<file path="src/rtl/hazard_stall_unit.sv">
// Stall/flush controller for the 5-stage pipeline: load-use, branch-on-load and
// memory-hold hazards, plus a registered stall-reason FSM and saturating counters.
module hazard_stall_unit #(
   parameter int         CNT_W    = 16,
   parameter logic [4:0] ZERO_REG = 5'd0
) (
   input  logic             clk,
   input  logic             rst_n,
   input  logic [4:0]       IF_ID_Rs,
   input  logic [4:0]       IF_ID_Rt,
   input  logic             IF_ID_useRt,
   input  logic             IF_ID_branch,
   input  logic             ID_EX_memRead,
   input  logic [4:0]       ID_EX_Rt,
   input  logic             EX_MEM_memRead,
   input  logic [4:0]       EX_MEM_Rd,
   input  logic             branch_taken,
   input  logic             mem_busy,
   output logic             PC_write,
   output logic             IF_ID_write,
   output logic             ID_EX_write,
   output logic             ID_EX_bubble,
   output logic             IF_ID_flush,
   output logic [1:0]       stall_reason,
   output logic [CNT_W-1:0] stall_cycles,
   output logic [CNT_W-1:0] flush_count
);

   typedef enum logic [1:0] {
      RUN      = 2'b00,
      LU_STALL = 2'b01,
      BR_STALL = 2'b10,
      MEM_HOLD = 2'b11
   } state_t;

   state_t state, next_state;
   logic   hz_lu, hz_br;

   function automatic logic match(input logic [4:0] r, input logic [4:0] x);
      return (r != ZERO_REG) && (r == x);
   endfunction

   // The qualifying enable sits on the left of && so a don't-care register
   // index cannot leak into the hazard terms.
   assign hz_lu = ID_EX_memRead &&
                  (match(ID_EX_Rt, IF_ID_Rs) || (IF_ID_useRt && match(ID_EX_Rt, IF_ID_Rt)));
   assign hz_br = IF_ID_branch && EX_MEM_memRead &&
                  (match(EX_MEM_Rd, IF_ID_Rs) || (IF_ID_useRt && match(EX_MEM_Rd, IF_ID_Rt)));

   always_comb begin
      PC_write     = 1'b1;
      IF_ID_write  = 1'b1;
      ID_EX_write  = 1'b1;
      ID_EX_bubble = 1'b0;
      IF_ID_flush  = 1'b0;
      next_state   = RUN;
      if (mem_busy) begin
         PC_write    = 1'b0;
         IF_ID_write = 1'b0;
         ID_EX_write = 1'b0;
         next_state  = MEM_HOLD;
      end else if (hz_lu || hz_br) begin
         // Stalled branch compares stale data, so its taken flag is dropped.
         PC_write     = 1'b0;
         IF_ID_write  = 1'b0;
         ID_EX_bubble = 1'b1;
         next_state   = hz_lu ? LU_STALL : BR_STALL;
      end else begin
         IF_ID_flush = branch_taken;
      end
   end

   always_ff @(posedge clk or negedge rst_n) begin
      if (!rst_n) begin
         state        <= RUN;
         stall_cycles <= '0;
         flush_count  <= '0;
      end else begin
         state <= next_state;
         if (next_state != RUN && stall_cycles != {CNT_W{1'b1}})
            stall_cycles <= stall_cycles + 1'b1;
         if (IF_ID_flush && flush_count != {CNT_W{1'b1}})
            flush_count <= flush_count + 1'b1;
      end
   end

   assign stall_reason = state;

endmodule

</file>
<file path="config.mk">
export PLATFORM = sky130hd
export DESIGN_NAME = hazard_stall_unit
export DESIGN_NICKNAME = d
export VERILOG_FILES = /design/src/rtl/hazard_stall_unit.sv
export SDC_FILE = /design/constraint.sdc
export NUM_CORES = 1
export LEC_CHECK = 0
export BUFFER_PORTS_ARGS = -buffer_cell sky130_fd_sc_hd__buf_2
export CAP_MARGIN = 30
export CORE_MARGIN = 2
export CORE_UTILIZATION = 54
export CTS_CLUSTER_DIAMETER = 120
export DETAILED_ROUTE_END_ITERATION = 8
export MAX_ROUTING_LAYER = met4
export PLACE_DENSITY = 0.95
export SYNTH_ARGS = -nofsm -noshare
export SYNTH_HDL_FRONTEND = slang
export SYNTH_SLANG_ARGS = --single-unit
</file>
<file path="constraint.sdc">
create_clock -name clk -period 3.98 [get_ports clk]
set_input_delay 0.796 -clock clk [delete_from_list [all_inputs] [get_ports clk]]
set_output_delay 0.796 -clock clk [all_outputs]
set_load 0.01 [all_outputs]
</file>
==> results of run 1 <==
-- layer usage --
metal / up-vias / share of wire (%) / GRT usage (%)
met1: 816 / 40 / 27.94
met2: 66 / 51 / 42.11
li1: 797 / - / -
met4: 0 / 2.0 / 10.05
met5: - / 0 / -
met3: 12 / 6.1 / 5.282
-- final cells by class --
cell class	instances	share of cell area, %
well taps	46	2.386
flip-flops and latches	34	35.27
clock inverters	2	2.490
repair buffers	68	14.32
clock buffers	6	2.127
inverters	3	0.4668
multi-input cells	144	42.95
-- power groups by stage --
stage | Sequential (W) | Combinational [W] | Clock [W]
after floorplan | 0.000537 | 0.000143 | 0
after global placement | 0.000512 | 0.000296 | 0
after detailed placement | 0.000519 | 0.000310 | 0
after CTS | 0.000513 | 0.000310 | 0.000341
after global routing | 0.000527 | 0.000340 | 0.000359
final | 0.000516 | 0.000306 | 0.000335
-- sequential cells by signal, indices dropped and copies added (netlist names) --
register / count
stall_reason: 2
stall_cycles: 16
flush_count: 16
-- kinds of logic after synthesis --
kind of cell,Yosys count
AO/OA/AOI/OAI,7
XOR/XNOR,48
adder cells (fa/ha/maj),2
buffers and inverters,7
flip-flops,34
multiplexers,4
AND/OR/NAND/NOR,83
-- layout by cell type, fill, tap and decap left out, types with 2 or more instances in the layout --
cell / n
xnor2_1: 37
and3_1: 8
buf_4: 2
clkbuf_4: 5
bufinv_16: 2
ha_1: 2
nand4_1: 13
buf_2: 66
nand3b_1: 2
dfrtp_1: 34
nand4b_1: 2
xor2_1: 11
and4_1: 3
o22ai_1: 2
nor3_1: 5
nand3_1: 15
inv_1: 3
mux2_2: 3
nor4_1: 2
nand2_1: 12
nor2_1: 8
nor3b_1: 2
nor2b_1: 2
-- through the flow --
step	hold slack (ns)	total power, W	instances	setup slack (ns)
5_1_grt	0.5179	0.001226	303	0.7336
2_1_floorplan	0.5004	0.0006803	185	0.9909
3_3_place_gp	0.4709	0.0008071	295	0.8464
6_report	0.4847	0.001157	303	0.8092
4_1_cts	0.4961	0.001164	303	0.8143
3_5_place_dp	0.4784	0.0008285	295	0.8241
-- how the worst max path moves through the flow --
stage                      from     endpoint  slack (ns)  depth (start not counted)
global placement    ID_EX_Rt[1]  IF_ID_write        0.85                          6
global route        ID_EX_Rt[1]  IF_ID_flush        0.73                          6
CTS                 ID_EX_Rt[1]  IF_ID_flush        0.81                          6
detailed placement  ID_EX_Rt[1]  IF_ID_flush        0.82                          6
finish              ID_EX_Rt[1]  IF_ID_flush        0.81                          6
floorplan           ID_EX_Rt[1]  IF_ID_flush        0.99                          5
-- Yosys cell counts (all sizes together) (2+ instances only) --
cell    instances
nor3            6
ha              2
nor3b           2
nor4            2
nand3          15
and4            3
dfrtp          34
nand4          13
xnor2          37
and2            2
nand2          12
nor2b           2
and3            8
buf             4
mux2            3
nand4b          2
xor2           11
o22ai           2
inv             3
nor2            8
nand3b          2
-- worst max-delay path, stage by stage --
cell and delay, ns:
buf_2 0.12, or4_1 0.52, o21a_1 0.25, a22oi_2 0.38
and2_1 0.19, buf_2 0.12
==> flow_summary.json, run 1 <==
{
  "place_area_mm2": 0.002301,
  "slew_viol_final": 0,
  "synth_xor_area_share_pct": 21.79,
  "seqCellArea_um2": 850.8,
  "core-area_mm2": 0.003390,
  "startpoint_type": "input pin",
  "synth.area.top_cells": "dfrtp_1 44%, xnor2_1 17%, xor2_1 5.0%",
  "synth_top_cell_by_area": "dfrtp_1",
  "synth_top_family_by_area": "simple AND/OR/NAND/NOR gates",
  "grt_pass1_wl_mm": 7.534,
  "reg2reg_depth": 7,
  "relSlewSlack_pct": 51.11,
  "cellPowerDensity_mw_per_mm2": 479.8,
  "required_ns": 3.18,
  "synth-main-ff-cell": "dfrtp_1",
  "clock_path_buffers": 2,
  "grt_pass1_vias": 1668,
  "drt_drc_violations_left": 0,
  "final_cell_area_mm2": 0.002412,
  "hpwl_mm": 3.339,
  "routedWlPerCell_um": 14.75,
  "min_period_ns": 3.171,
  "rrSetupSlack_ns": 1.82,
  "hold_viol": 0,
  "p_switching_w": 0.0003769,
  "hold_path_class": "input pin to async pin",
  "status": "completed",
  "tns_ns": 0,
  "root_buffer": "clkbuf_4",
  "numPortBuffers": 66,
  "drtPass1Iterations": 4,
  "die_x_um": 63.78,
  "ys_seq_area_share_pct": 44.10,
  "tightest_slew_ns": 0.7334,
  "synth_edf_count": 0,
  "yosys_warnings": 0,
  "via_count": 1691,
  "r2r-end": "flush_count[1]$_DFFE_PN0P_",
  "combPwrFrac_pct": 26.5,
  "setup_viol": 0,
  "final_nets": 286,
  "multi_input_area_mm2": 0.001036,
  "power_frac_seq_pct": 44.6,
  "area_delta_synth_final_pct": 25.03,
  "synth_compound_area_share_pct": 3.826,
  "fin_skew_ns": 0.01269,
  "min_period_over_period_pct": 79.67,
  "diodes": 0,
  "grt_use_total_pct": 24.55,
  "crit_type": "input pin to output port",
  "switching_share_pct": 32.56,
  "clock_sinks": 34,
  "place_congestion": 0.9721,
  "synth_cell_types": 37,
  "insertion_delay_ns": 0.35,
  "cts_resized": 0,
  "path_clk_slew_ns": 0.11,
  "die_h_um": 63.78,
  "rows": 21,
  "hold_buffers": 0,
  "p_int_w": 0.0007806,
  "rsz0062_at_grt": "no",
  "synth_seq_cells": 34,
  "drt-initial-drc-count": 96,
  "start_util_pct": 56.92,
  "ys_async_sr_fraction_pct": 100.0,
  "vias_per_cell": 5.581,
  "cts_buffers": 5,
  "yosysTopAreaCellShare_pct": 44.10,
  "ios": 67,
  "crit_fanout": 7,
  "ant_nets": 0,
  "synth_cells": 185,
  "critPathCaptureType": "output port",
  "layout-drive-gt1-share_pct": 33.07,
  "maxCapViolations": 0,
  "r2r_start": "flush_count[0]$_DFFE_PN0P_",
  "synth_nets": 215,
  "arrival_ns": 2.37,
  "antenna_found_initial": 0,
  "fillers": 253,
  "gr-total-overflow": 0,
  "peakVddDrop_uv": 368.2,
  "die_area_mm2": 0.004067,
  "synth_fa_ha_area_share_pct": 1.297,
  "cts_tree": "yes",
  "p_leak_nw": 1.146,
  "post_cts_buffers": 0,
  "fmax_mhz": 315.4,
  "post-route-util_pct": 71.17,
  "cts_max_level": 2,
  "postRouteWirelength_mm": 4.470,
  "syn_area_per_cell_um2": 10.43,
  "synthMuxAreaShare_pct": 2.270,
  "netlist_area_mm2": 0.001929,
  "grt_max_degree": 35,
  "synth-simple-area-share_pct": 24.51,
  "p_clk_share_pct": 28.9
}
Power figures use the tool's default switching activity.
==> run 2: changes to the inputs <==
- ABC_AREA: unset -> 1
- CORE_UTILIZATION: 54 -> 53
- PLACE_DENSITY: 0.95 -> 0.9
- clock period: 3.98 -> 3.3 ns (I/O delays scaled with it)
==> flow_summary.json, run 2 <==
{
  "post-route-util_pct": 63.09,
  "hold_path_class": "input pin to async pin",
  "synth_edf_count": 0,
  "diodes": 0,
  "syn_area_per_cell_um2": 6.739,
  "hpwl_mm": 4.518,
  "slowest_delay_ns": 0.34,
  "antenna_found_initial": 0,
  "setup_viol": 0,
  "grt_pass1_wl_mm": 10.59,
  "core-area_mm2": 0.004661,
  "clock_path_buffers": 2,
  "drt-initial-drc-count": 187,
  "yosysTopAreaCellShare_pct": 33.85,
  "hold_viol": 0,
  "grt_use_total_pct": 25.87,
  "relSlewSlack_pct": 50.50,
  "worst-path-buf-inv": 4,
  "ys_async_sr_fraction_pct": 100.0,
  "path_clk_slew_ns": 0.07,
  "via_count": 2596,
  "ys_seq_area_share_pct": 33.85,
  "required_ns": 2.64,
  "layout-drive-gt1-share_pct": 21.00,
  "routedWlPerCell_um": 12.42,
  "path_delay_family": "simple AND/OR/NAND/NOR gates",
  "yosysMostFrequentCell": "nand2_1",
  "rows": 25,
  "post_cts_buffers": 0,
  "status": "completed",
  "rsz0062_at_grt": "no",
  "peakVddDrop_uv": 360.1,
  "final_nets": 467,
  "grt_max_degree": 35,
  "die_h_um": 72.87,
  "postRouteWirelength_mm": 6.112,
  "startpoint_type": "input pin",
  "root_buffer": "clkbuf_8",
  "synth_seq_cells": 34,
  "area_delta_synth_final_pct": 16.97,
  "ant_nets": 0,
  "place_area_mm2": 0.002849,
  "hold_buffers": 0,
  "synth_cells": 373,
  "numPortBuffers": 66,
  "synth_nets": 403,
  "min_period_ns": 2.610,
  "cts_tree": "yes",
  "fin_skew_ns": 0.005008,
  "slew_viol_final": 0,
  "synth-main-ff-cell": "dfrtp_1",
  "insertion_delay_ns": 0.29,
  "die_x_um": 72.87,
  "start_util_pct": 53.93,
  "drt_drc_violations_left": 0,
  "totalPowerFinal_w": 0.001184,
  "arrival_ns": 1.95,
  "layout_common_cells": "154 x nand2_1, 66 x buf_2, 35 x nor2_1",
  "vias_per_cell": 5.276,
  "tns_ns": 0,
  "fmax_mhz": 383.1,
  "die_area_mm2": 0.005309,
  "cts_max_level": 2,
  "drtPass1Iterations": 5,
  "layout_commonest_cell": "nand2_1",
  "cts_resized": 0,
  "synth_top_cell_by_area": "dfrtp_1",
  "p_leak_nw": 1.693,
  "cts_buffers": 5,
  "maxCapViolations": 0,
  "netlist_area_mm2": 0.002514,
  "crit_path_top_delay_cell": "nor2_4",
  "cellPowerDensity_mw_per_mm2": 402.5,
  "worstPathCellList": "buf_2 -> inv_1 -> nand4_1 -> o21ai_1 -> inv_1 -> nand2_1 -> nand2_1 -> nor2_4 -> buf_2",
  "final_cell_area_mm2": 0.002940,
  "place_congestion": 0.9749,
  "crit_type": "input pin to output port",
  "synth_cell_types": 28,
  "gr-total-overflow": 0,
  "ios": 67,
  "crit_fanout": 18,
  "clock_sinks": 34,
  "grt_pass1_vias": 2476,
  "min_period_over_period_pct": 79.10,
  "tightest_slew_ns": 0.7426,
  "yosys_warnings": 0,
  "yosys-top-cells-count": "154 x nand2_1, 35 x nor2_1, 34 x dfrtp_1",
  "critPathCaptureType": "output port",
  "synth.area.top_cells": "dfrtp_1 34%, nand2_1 23%, nand3_1 6.4%"
}
-- run 2: cell types whose count changed after synthesis, sizes merged, moves of 9 or more --
| cell | change |
|---|---|
| xnor2 | -23 |
| nand3 | +20 |
| nand4 | +9 |
| inv | +33 |
| nand2 | +146 |
| nor2 | +30 |
-- run 2: per-stage QoR --
step                      std cells  setup WS (ns)  hold WS (ns)
after floorplan                 373         0.9563        0.3644
after global placement          484         0.7659        0.4992
after detailed placement        484         0.7311        0.5276
after CTS                       492         0.7299        0.4490
after global routing            492         0.5066        0.5073
final                           492         0.6896        0.4256
-- run 2: layout make-up --
class                   instances  area, um^2
well taps                      54       67.56
inverters                      36       135.1
clock inverters                 1       5.005
clock buffers                   7       86.33
multi-input cells             294        1465
flip-flops and latches         34       850.8
fillers                       412        1720
repair buffers                 66       330.3
-- run 2: report_power, final --
group	leakage (nW)	internal [W]	switching [W]
clock network	0.0482	0.000168	0.000156
registers	0.458	0.000468	0.0000793
logic	1.19	0.000130	0.000182
-- run 2: cells by family (layout without fill, tap and decap cells) --
family | Yosys count | count (layout) | synth area share [%]
AND/OR/NAND/NOR | 260 | 260 | 46.59
buffers and inverters | 45 | 110 | 7.865
flip-flops | 34 | 34 | 33.85
XOR/XNOR | 28 | 28 | 9.756
AO/OA/AOI/OAI | 4 | 4 | 0.9456
adder cells (fa/ha/maj) | 2 | 2 | 0.9954
-- run 2: path summary, 6_finish.rpt --
check,startpoint,endpoint,slack [ns],cells past startpoint
setup / recovery,ID_EX_Rt[1],PC_write,0.69,9
hold / removal,rst_n,stall_cycles[14]$_DFFE_PN0P_,0.43,1
setup reg to reg,stall_cycles[0]$_DFFE_PN0P_,stall_cycles[7]$_DFFE_PN0P_,1.35,9
hold reg to reg,flush_count[0]$_DFFE_PN0P_,flush_count[0]$_DFFE_PN0P_,0.55,2
max in group asynchronous,rst_n,flush_count[0]$_DFFE_PN0P_,2.39,1
min in group clk,flush_count[0]$_DFFE_PN0P_,flush_count[0]$_DFFE_PN0P_,0.55,2
-- run 2: metal layers --
| layer | share of wire (%) | track usage, % | routed length [um] | vias to the layer above |
|---|---|---|---|---|
| met5 | 0 | - | 0 | - |
| met4 | 1.2 | 6.584 | 75 | 0 |
| met3 | 5.3 | 5.249 | 321 | 10 |
| met2 | 51 | 45.45 | 3146 | 75 |
| met1 | 42 | 30.18 | 2569 | 1203 |
| li1 | - | - | - | 1308 |
==> run 3: changes to the inputs <==
- ABC_AREA: 1 -> 0
- CORE_UTILIZATION: 53 -> 45
- PLACE_DENSITY: 0.9 -> 0.86
- clock period: 3.3 -> 2.3 ns (I/O delays scaled with it)
==> flow_summary.json, run 3 (same netlist as run 1, synthesis figures left out) <==
{
  "status": "complete, but fails checks",
  "violations": "setup timing",
  "rows": 23,
  "rsz0062_at_grt": "yes",
  "diodes": 0,
  "start_util_pct": 47.55,
  "crit_type": "input pin to output port",
  "met1_usage_pct": 23.84,
  "relSlewSlack_pct": 50.72,
  "top_usage_layer": "met2",
  "grt_pass1_vias": 1611,
  "grt_max_degree": 35,
  "maxCapViolations": 0,
  "numPortBuffers": 66,
  "cellPowerDensity_mw_per_mm2": 776.2,
  "tns_ns": -0.04122,
  "crit_fanout": 3,
  "ant_nets": 0,
  "setup_slack_ns": -0.01653,
  "drt_drc_violations_left": 0,
  "worstPathCellList": "buf_6 -> or4_4 -> o21a_4 -> a221oi_4 -> buf_2",
  "routedWlPerCell_um": 13.86,
  "slowest_delay_ns": 0.53,
  "root_buffer": "clkbuf_8",
  "grt_use_met3_pct": 5.233,
  "hold_buffers": 0,
  "die_x_um": 69.48,
  "insertion_delay_ns": 0.29,
  "antenna_found_initial": 0,
  "drtPass1Iterations": 4,
  "hold_viol": 0,
  "drt-initial-drc-count": 107,
  "die_h_um": 69.48,
  "layout_common_cells": "64 x buf_2, 37 x xnor2_1, 34 x dfrtp_1",
  "setup_viol": 3,
  "grt_use_total_pct": 19.39,
  "fmax_mhz": 431.7,
  "die_area_mm2": 0.004827,
  "final_nets": 298,
  "area_delta_synth_final_pct": 31.84,
  "crit_path_top_delay_cell": "or4_4",
  "gr-usage-met2_pct": 32.05,
  "gr-total-overflow": 0,
  "worst-path-buf-inv": 2,
  "peakVddDrop_uv": 541.1,
  "totalPowerFinal_w": 0.001974,
  "postRouteWirelength_mm": 4.422,
  "hpwl_mm": 3.364,
  "required_ns": 1.84,
  "layout_commonest_cell": "buf_2",
  "min_period_over_period_pct": 100.7,
  "path_delay_family": "compound AO/OA/AOI/OAI gates",
  "critPathCaptureType": "output port",
  "cts_max_level": 2,
  "vias_per_cell": 5.223,
  "layout-drive-gt1-share_pct": 36.80,
  "p_leak_nw": 1.212,
  "fillers": 331,
  "clock_path_buffers": 2,
  "arrival_ns": 1.86,
  "slew_viol_final": 0,
  "fin_skew_ns": 0.01015,
  "clock_sinks": 34,
  "cts_buffers": 5,
  "via_count": 1666,
  "tightest_slew_ns": 0.7392,
  "grt_pass1_wl_mm": 7.424,
  "startpoint_type": "input pin",
  "min_period_ns": 2.317,
  "place_congestion": 0.8848,
  "holdWs_ns": 0.2255,
  "hold_path_class": "input pin to async pin",
  "core-area_mm2": 0.004058,
  "cts_tree": "yes",
  "ios": 67,
  "path_clk_slew_ns": 0.07
}
==> run 3: changes by cell type in the layout (fill, tap and decap cells not counted), sizes merged, moves of 14 or more <==
cell   delta
nand3    -20
inv      -33
nand2   -146
xnor2    +23
nor2     -30
buf      +14
==> run 3: cell type report <==
type / instances / area (um^2) / share of cell area (%)
flip-flops and latches: 34 / 850.8 / 33.45
multi-input cells: 144 / 1065 / 41.86
clock buffers: 7 / 76.32 / 3.000
well taps: 50 / 62.56 / 2.459
repair buffers: 80 / 447.9 / 17.61
inverters: 3 / 11.26 / 0.4427
clock inverters: 1 / 30.03 / 1.181
==> run 3: final timing paths <==
check / from / to / slack, ns / cells after the start
max in group asynchronous: rst_n / flush_count[7]$_DFFE_PN0P_ / 1.60 / 1
worst max register to register: stall_cycles[7]$_DFFE_PN0P_ / stall_cycles[15]$_DFFE_PN0P_ / 0.28 / 6
worst max-delay path: ID_EX_Rt[4] / PC_write / -0.02 / 5
worst min register to register: stall_cycles[15]$_DFFE_PN0P_ / stall_cycles[15]$_DFFE_PN0P_ / 0.48 / 1
worst min-delay path: rst_n / stall_cycles[10]$_DFFE_PN0P_ / 0.23 / 1
min in group clk: mem_busy / stall_reason[0]$_DFF_PN0_ / 0.47 / 2
==> run 3: metrics by stage <==
step | cells | setup WS [ns] | utilization (%) | area [um^2]
finish | 319 | -0.01653 | 62.69 | 2544
global placement | 310 | -0.07629 | 58.87 | 2389
CTS | 319 | -0.02679 | 61.86 | 2510
detailed placement | 310 | -0.1188 | 58.87 | 2389
global route | 319 | -0.05897 | 62.69 | 2544
floorplan | 185 | -0.01713 | - | 1933
==> run 3: worst register-to-register path: cells and delay by family (launching register included) <==
kind	cells	cell delay, ns
AND/OR/NAND/NOR	5	1.34
flip-flops	1	0.45
XOR/XNOR	1	0.16
==> run 3: repair_timing <==
item | 4_1_cts | 5_1_grt
buffers inserted | 1 | 0
setup endpoints to repair | 3 | 6
resized for setup | 2 | 5
pin swaps | 2 | 3
==> run 3: routing by layer <==
layer  vias up  share of wire (%)
met5         -                  0
met4         0               0.95
met3         7                5.6
met2        52                 49
met1       790                 44
li1        817                  -
==> run 3: report_power, final <==
group	switching (W)	total, W	internal, W
clock network	0.000217	0.000541	0.000324
logic	0.000273	0.000550	0.000277
registers	0.000158	0.000883	0.000725
